`src/rtl/ofm_writer.sv`:
```
// ofm_writer: output-feature-map write-back stage behind the CNN datapath.
// Takes one vector of P signed accumulator lanes per handshake and
// requantizes each lane. Requantization is an arithmetic shift, then an
// optional ReLU, then saturation to OUT_W bits. The lanes are written one per
// cycle to sequential OFM addresses starting at a programmed base address.
// done pulses once the programmed number of words has been written.
//
// Ports:
//   clk, rst          rising-edge clock, asynchronous active-high reset
//   start             one-cycle pulse, latches base_addr/total_cnt (IDLE only)
//   base_addr         first OFM address of the job
//   total_cnt         number of output words to write (0 = empty job)
//   in_valid/in_data  upstream vector, lane i = in_data[i*ACC_W +: ACC_W]
//   in_ready          high exactly while the stage waits for a vector
//   mem_we/addr/wdata OFM write port (registered, one word per cycle)
//   busy              high in every state except IDLE
//   done              one-cycle completion pulse
module ofm_writer #(
  parameter int P      = 4,
  parameter int ACC_W  = 16,
  parameter int OUT_W  = 8,
  parameter int ADDR_W = 9,
  parameter int SHIFT  = 4,
  parameter int RELU   = 1
) (
  input  logic                  clk,
  input  logic                  rst,
  input  logic                  start,
  input  logic [ADDR_W-1:0]     base_addr,
  input  logic [ADDR_W-1:0]     total_cnt,
  input  logic                  in_valid,
  input  logic [P*ACC_W-1:0]    in_data,
  output logic                  in_ready,
  output logic                  mem_we,
  output logic [ADDR_W-1:0]     mem_addr,
  output logic [OUT_W-1:0]      mem_wdata,
  output logic                  busy,
  output logic                  done
);

  localparam int LANE_W = (P > 1) ? $clog2(P) : 1;
  localparam logic [LANE_W-1:0] LANE_LAST = LANE_W'(P - 1);
  localparam logic signed [ACC_W-1:0] SAT_MAX = ACC_W'((2 ** (OUT_W - 1)) - 1);
  localparam logic signed [ACC_W-1:0] SAT_MIN = ACC_W'(-(2 ** (OUT_W - 1)));

  typedef enum logic [1:0] {
    ST_IDLE  = 2'd0,
    ST_WAIT  = 2'd1,
    ST_WRITE = 2'd2,
    ST_DONE  = 2'd3
  } state_t;

  state_t              state_r;
  state_t              state_s;
  logic [ADDR_W-1:0]   ptr_r;
  logic [ADDR_W-1:0]   rem_r;
  logic [LANE_W-1:0]   lane_r;
  logic [P*ACC_W-1:0]  buf_r;
  logic [ACC_W-1:0]    lane_word_s;
  logic                xfer_s;

  // Shift (floor), optional ReLU, then clamp into the signed OUT_W range.
  function automatic logic [OUT_W-1:0] requant(input logic [ACC_W-1:0] a);
    logic signed [ACC_W-1:0] s;
    logic [OUT_W-1:0]        r;
    s = $signed(a) >>> SHIFT;
    if ((RELU != 0) && (s[ACC_W-1] == 1'b1)) begin
      s = {ACC_W{1'b0}};
    end else begin
      s = s;
    end
    if (s > SAT_MAX) begin
      r = SAT_MAX[OUT_W-1:0];
    end else if (s < SAT_MIN) begin
      r = SAT_MIN[OUT_W-1:0];
    end else begin
      r = s[OUT_W-1:0];
    end
    return r;
  endfunction

  // in_ready mirrors the WAIT state exactly, so it alone qualifies a transfer.
  assign xfer_s = in_valid & in_ready;

  // Select the buffered lane that is being written this cycle.
  always_comb begin
    lane_word_s = buf_r[lane_r*ACC_W +: ACC_W];
  end

  // Next-state decision.
  always_comb begin
    state_s = state_r;
    case (state_r)
      ST_IDLE: begin
        if (start) begin
          if (total_cnt == {ADDR_W{1'b0}}) begin
            state_s = ST_DONE;
          end else begin
            state_s = ST_WAIT;
          end
        end else begin
          state_s = ST_IDLE;
        end
      end
      ST_WAIT: begin
        if (xfer_s) begin
          state_s = ST_WRITE;
        end else begin
          state_s = ST_WAIT;
        end
      end
      ST_WRITE: begin
        // The final word ends the job even mid-vector; leftover lanes are dropped.
        if (rem_r == ADDR_W'(1)) begin
          state_s = ST_DONE;
        end else if (lane_r == LANE_LAST) begin
          state_s = ST_WAIT;
        end else begin
          state_s = ST_WRITE;
        end
      end
      ST_DONE: begin
        state_s = ST_IDLE;
      end
      default: begin
        state_s = ST_IDLE;
      end
    endcase
  end

  // State register.
  always_ff @(posedge clk or posedge rst) begin
    if (rst) begin
      state_r <= ST_IDLE;
    end else begin
      state_r <= state_s;
    end
  end

  // Job pointer, remaining count, lane index and captured vector.
  always_ff @(posedge clk or posedge rst) begin
    if (rst) begin
      ptr_r  <= {ADDR_W{1'b0}};
      rem_r  <= {ADDR_W{1'b0}};
      lane_r <= {LANE_W{1'b0}};
      buf_r  <= {(P*ACC_W){1'b0}};
    end else begin
      case (state_r)
        ST_IDLE: begin
          if (start) begin
            ptr_r <= base_addr;
            rem_r <= total_cnt;
          end
        end
        ST_WAIT: begin
          if (xfer_s) begin
            buf_r  <= in_data;
            lane_r <= {LANE_W{1'b0}};
          end
        end
        ST_WRITE: begin
          ptr_r  <= ptr_r + ADDR_W'(1);
          rem_r  <= rem_r - ADDR_W'(1);
          lane_r <= lane_r + LANE_W'(1);
        end
        default: begin
          ptr_r <= ptr_r;
        end
      endcase
    end
  end

  // Registered outputs. Handshake/busy track the state; the write port and
  // done lag the state decision by one cycle.
  always_ff @(posedge clk or posedge rst) begin
    if (rst) begin
      in_ready  <= 1'b0;
      busy      <= 1'b0;
      done      <= 1'b0;
      mem_we    <= 1'b0;
      mem_addr  <= {ADDR_W{1'b0}};
      mem_wdata <= {OUT_W{1'b0}};
    end else begin
      in_ready <= (state_s == ST_WAIT);
      busy     <= (state_s != ST_IDLE);
      done     <= (state_r == ST_DONE);
      mem_we   <= (state_r == ST_WRITE);
      if (state_r == ST_WRITE) begin
        mem_addr  <= ptr_r;
        mem_wdata <= requant(lane_word_s);
      end
    end
  end

endmodule
```
`config.mk`:
```
export PLATFORM = sky130hd
export DESIGN_NAME = ofm_writer
export DESIGN_NICKNAME = d
export VERILOG_FILES = /design/src/rtl/ofm_writer.sv
export SDC_FILE = /design/constraint.sdc
export NUM_CORES = 1
export LEC_CHECK = 0
export ABC_AREA = 1
export BUFFER_PORTS_ARGS = -buffer_cell sky130_fd_sc_hd__buf_4
export CORE_MARGIN = 2
export CORE_UTILIZATION = 55
export DETAILED_ROUTE_END_ITERATION = 8
export GPL_TIMING_DRIVEN = 0
export PLACE_DENSITY = 0.84
export SKIP_CTS_REPAIR_TIMING = 1
export SLEW_MARGIN = 15
export SYNTH_ARGS = -nofsm -noshare
export SYNTH_HDL_FRONTEND = slang
export SYNTH_SLANG_ARGS = --single-unit
```
`constraint.sdc`:
```
create_clock -name clk -period 6.26 [get_ports clk]
set_clock_uncertainty 0.1 [all_clocks]
set_input_delay 0.939 -clock clk [delete_from_list [all_inputs] [get_ports clk]]
set_output_delay 0.939 -clock clk [all_outputs]
set_load 0.02 [all_outputs]
```
==> flow_summary_export.csv <==
group,metric,value,unit
timing,final_critical_path_required_period,1.97,ns
clock_tree,clock_tree_from_tritoncts,"yes",
detailed_routing,num_vias,3994,
yosys,syn-mean-instance-area,7.50,um2
yosys,synth-warning-count,0,
setup_path,crit_chain,"buf_4",
global_route,maximum_number_of_pins_on_one_net_before_global_route_repair,49,
setup_path,critical_path.max_stage_delay,0.41,ns
setup_path,type_of_element_capturing_the_critical_path,"output pin",
hold_path,worst_hold_path.num_cells,2,
timing,slew-limit-headroom,0.624,
floorplanning,design.die.area,0.00871,mm2
outcome,outcome,"finished clean",
detailed_routing,avgRoutedWirePerCell,12.8,um
floorplanning,floorplan.initialDensity,0.568,
yosys,seq_area_frac_synth,0.519,
timing,worst_pin_slew,0.564,ns
detailed_routing,drt.antenna.violating_nets,0,
yosys,synth.area.mux_share,0,
detailed_routing,routed_wirelength,10.1,mm
yosys,synthCells,585,
yosys,synth_area_in_xor_xnor,0,
detailed_routing,drt-vias-per-instance,5.03,
detailed_routing,route.detailed.drc,0,
detailed_routing,drt_iter0_drc,216,
timing,fin_tns_setup,0,ns
setup_path,critPathRequiredTime,5.22,ns
global_route,grt_first_pass_wirelength,17.6,mm
yosys,syn-cell-area,0.00439,mm2
timing,hold_ws,0.376,ns
setup_path,critical-path-top-delay-family,"flip-flops",
global_route,grt_pass1_vias,3920,
timing,rsz0062_at_grt,"no",
clock_tree,cts_root_buf,"clkbuf_8",
final_layout,combined_area_of_the_multi_input_logic_cells,0.00179,mm2
setup_path,critical_path.slowest_cell,"dfrtp_1",
timing,hold_violations,0,
setup_path,worst-path-max-fanout,2,
yosys,yosys.area_share.adder,0.0114,
clock_tree,clkLatencyLatePin,0.35,ns
global_route,grt_antenna_before_repair,0,
setup_path,timing.critical_path.buf_inv,1,
yosys,synth_fp_nets,675,
yosys,yosys_register_bits,91,
floorplanning,fp.dieH,93.3,um
setup_path,crit_path_start_kind,"register",
floorplanning,placeableCoreArea,0.00773,mm2
setup_path,timing.setup.critical_path_class,"register to output pin",
global_route,globalRouteTotalUtil,0.255,
placement,gpl.final_weighted_congestion,0.875,
hold_path,hold_path.class,"register to register",
power,cellPowerDensity,471,mW/mm2
final_layout,insertedDiodeCount,0,
clock_tree,cts-buffers-inserted,9,
placement,place.detailed.hpwl,7.61,mm
clock_tree,clk_pin_slew,0.09,ns
final_layout,final_layout_size_suffix_gt1_frac,0.207,
setup_path,worst_case_reg_to_reg_path_depth,6,
final_layout,synthToLayoutAreaGrowth,23.6,%
yosys,synth_cell_types,28,
floorplanning,rows,32,
yosys,synth_simple_gate_area_frac,0.337,
final_layout,layout.nets,777,
clock_tree,cts_max_level,3,
setup_path,worstPathArrival,0.93,ns
timing,timing.final.max_slew_violations,0,
global_route,global_route.overflow_total,0,
final_layout,filler_cell_count,641,
power,power.ir.vdd_worst,288,uV
floorplanning,io_pins,107,
clock_tree,cts_max_path_buffers,2,
power,power.static_leakage,2.99,nW
timing,final.period_utilization,0.315,
detailed_routing,first_pass_iters,5,
timing,fmax,0.507,GHz
yosys,synth_compound_gate_area_share,0.0599,
floorplanning,die_width,93.3,um
final_layout,postLayoutCoreUtil,0.702,
clock_tree,tritoncts_num_sinks,91,
final_layout,sequential_cell_area,0.00228,mm2
setup_path,cell_count_along_the_critical_path,1,
timing,setup_violations,0,
placement,port_buffers,90,
flow_run,drv.max_cap_violation_count,0,
yosys,dominant_combinational_cell_family_by_area_after_synthesis,"simple AND/OR/NAND/NOR gates",
[power breakdown]
group	internal [mW]	total [mW]	leakage, nW	switching [mW]
combinational	0.427	1.12	1.76	0.696
clock	0.197	0.411	0.0999	0.214
sequential	0.857	1.02	1.13	0.164
total	1.48	2.55	2.99	1.07
[Yosys cell counts]
cell type	instances	area (um2)
a211oi_2	1	12.5
a21boi_1	1	7.51
a21oi_1	4	20.0
a22oi_1	1	7.51
a31oi_1	1	6.26
buf_2	12	60.1
buf_4	4	30.0
buf_6	5	56.3
clkbuf_1	2	7.51
dfrtp_1	91	2280
ha_1	4	50.1
inv_1	34	128
inv_2	8	30.0
inv_4	1	6.26
nand2_1	305	1140
nand2_2	2	12.5
nand3_1	25	125
nand3_2	1	10.0
nand4_1	2	12.5
nor2_1	38	143
nor2_2	1	6.26
nor2_4	1	11.3
nor3_1	3	15.0
o211ai_1	5	37.5
o21a_1	1	7.51
o21ai_0	10	50.1
o21ai_1	21	105
o221ai_1	1	8.76
[stage by stage]
stage | instances | worst slack [ns] | area, um2 | power (mW)
2_1_floorplan | 585 | 2.86 | 4390 | 1.80
3_3_place_gp | 777 | 1.84 | 5190 | 2.10
3_5_place_dp | 778 | 4.02 | 5220 | 2.15
4_1_cts | 794 | 4.29 | 5420 | 2.56
5_1_grt | 794 | 4.27 | 5420 | 2.78
6_report | 794 | 4.29 | 5420 | 2.55
[logic make-up after synthesis]
| logic type | Yosys count |
|---|---|
| AOI/OAI and AO/OA | 46 |
| adders and majority gates | 4 |
| buffers and inverters | 66 |
| DFF | 91 |
| and+or+nand+nor | 378 |
[final timing paths]
path	start	slack, ns	end
setup / recovery	mem_addr[7]	4.29	mem_addr[7]
min in group asynchronous	rst	0.53	mem_addr[5]
hold reg to reg	rem_r[7]	0.38	rem_r[7]
max in group asynchronous	rst	4.91	buf_r[7]
setup reg to reg	state_r[1]	4.63	buf_r[42]
hold / removal	rem_r[7]	0.38	rem_r[7]
[worst register-to-register path, cell delays in order, from the launching register on]
cell,delay (ns)
dfrtp_1,0.42
inv_2,0.08
nand2_1,0.06
nor2_2,0.29
clkbuf_1,0.42
nand2_1,0.12
nand2_1,0.09
[per-layer routing]
layer	vias to the layer above	global-route usage	wire [um]
li1	2006	-	-
met1	1826	0.329	4320
met2	141	0.433	4950
met3	21	0.0411	630
met4	0	0.0931	230
met5	-	0	0
[layout make-up]
| class | instances | share of cell area |
|---|---|---|
| Inverter | 43 | 0.0307 |
| Buffer | 23 | 0.0284 |
| Clock buffer | 11 | 0.0261 |
| Clock inverter | 5 | 0.0111 |
| Timing Repair Buffer | 91 | 0.130 |
| Sequential cell | 91 | 0.420 |
| Tap cell | 102 | 0.0235 |
| Multi-Input combinational cell | 428 | 0.331 |
[registers in the layout, indices dropped and copies added, names as in the netlist]
signal / cells
buf_r: 48
mem_addr: 9
ptr_r: 9
rem_r: 9
mem_wdata: 8
lane_r: 2
state_r: 2
busy: 1
done: 1
in_ready: 1
mem_we: 1
[layout by cell type, fill, tap and decap left out, drive strengths merged]
cell type	netlist	routed
nand2	307	307
buf	21	112
dfrtp	91	91
inv	43	44
nor2	40	40
o21ai	31	31
nand3	26	26
clkbuf	2	13
o211ai	5	5
a21oi	4	4
ha	4	4
nor3	3	3
nand4	2	2
clkinv	0	2
a31oi	1	1
a21boi	1	1
a22oi	1	1
o221ai	1	1
o21a	1	1
a211oi	1	1
bufinv	0	1
clkinvlp	0	1
(Power assumes the default switching activity.)
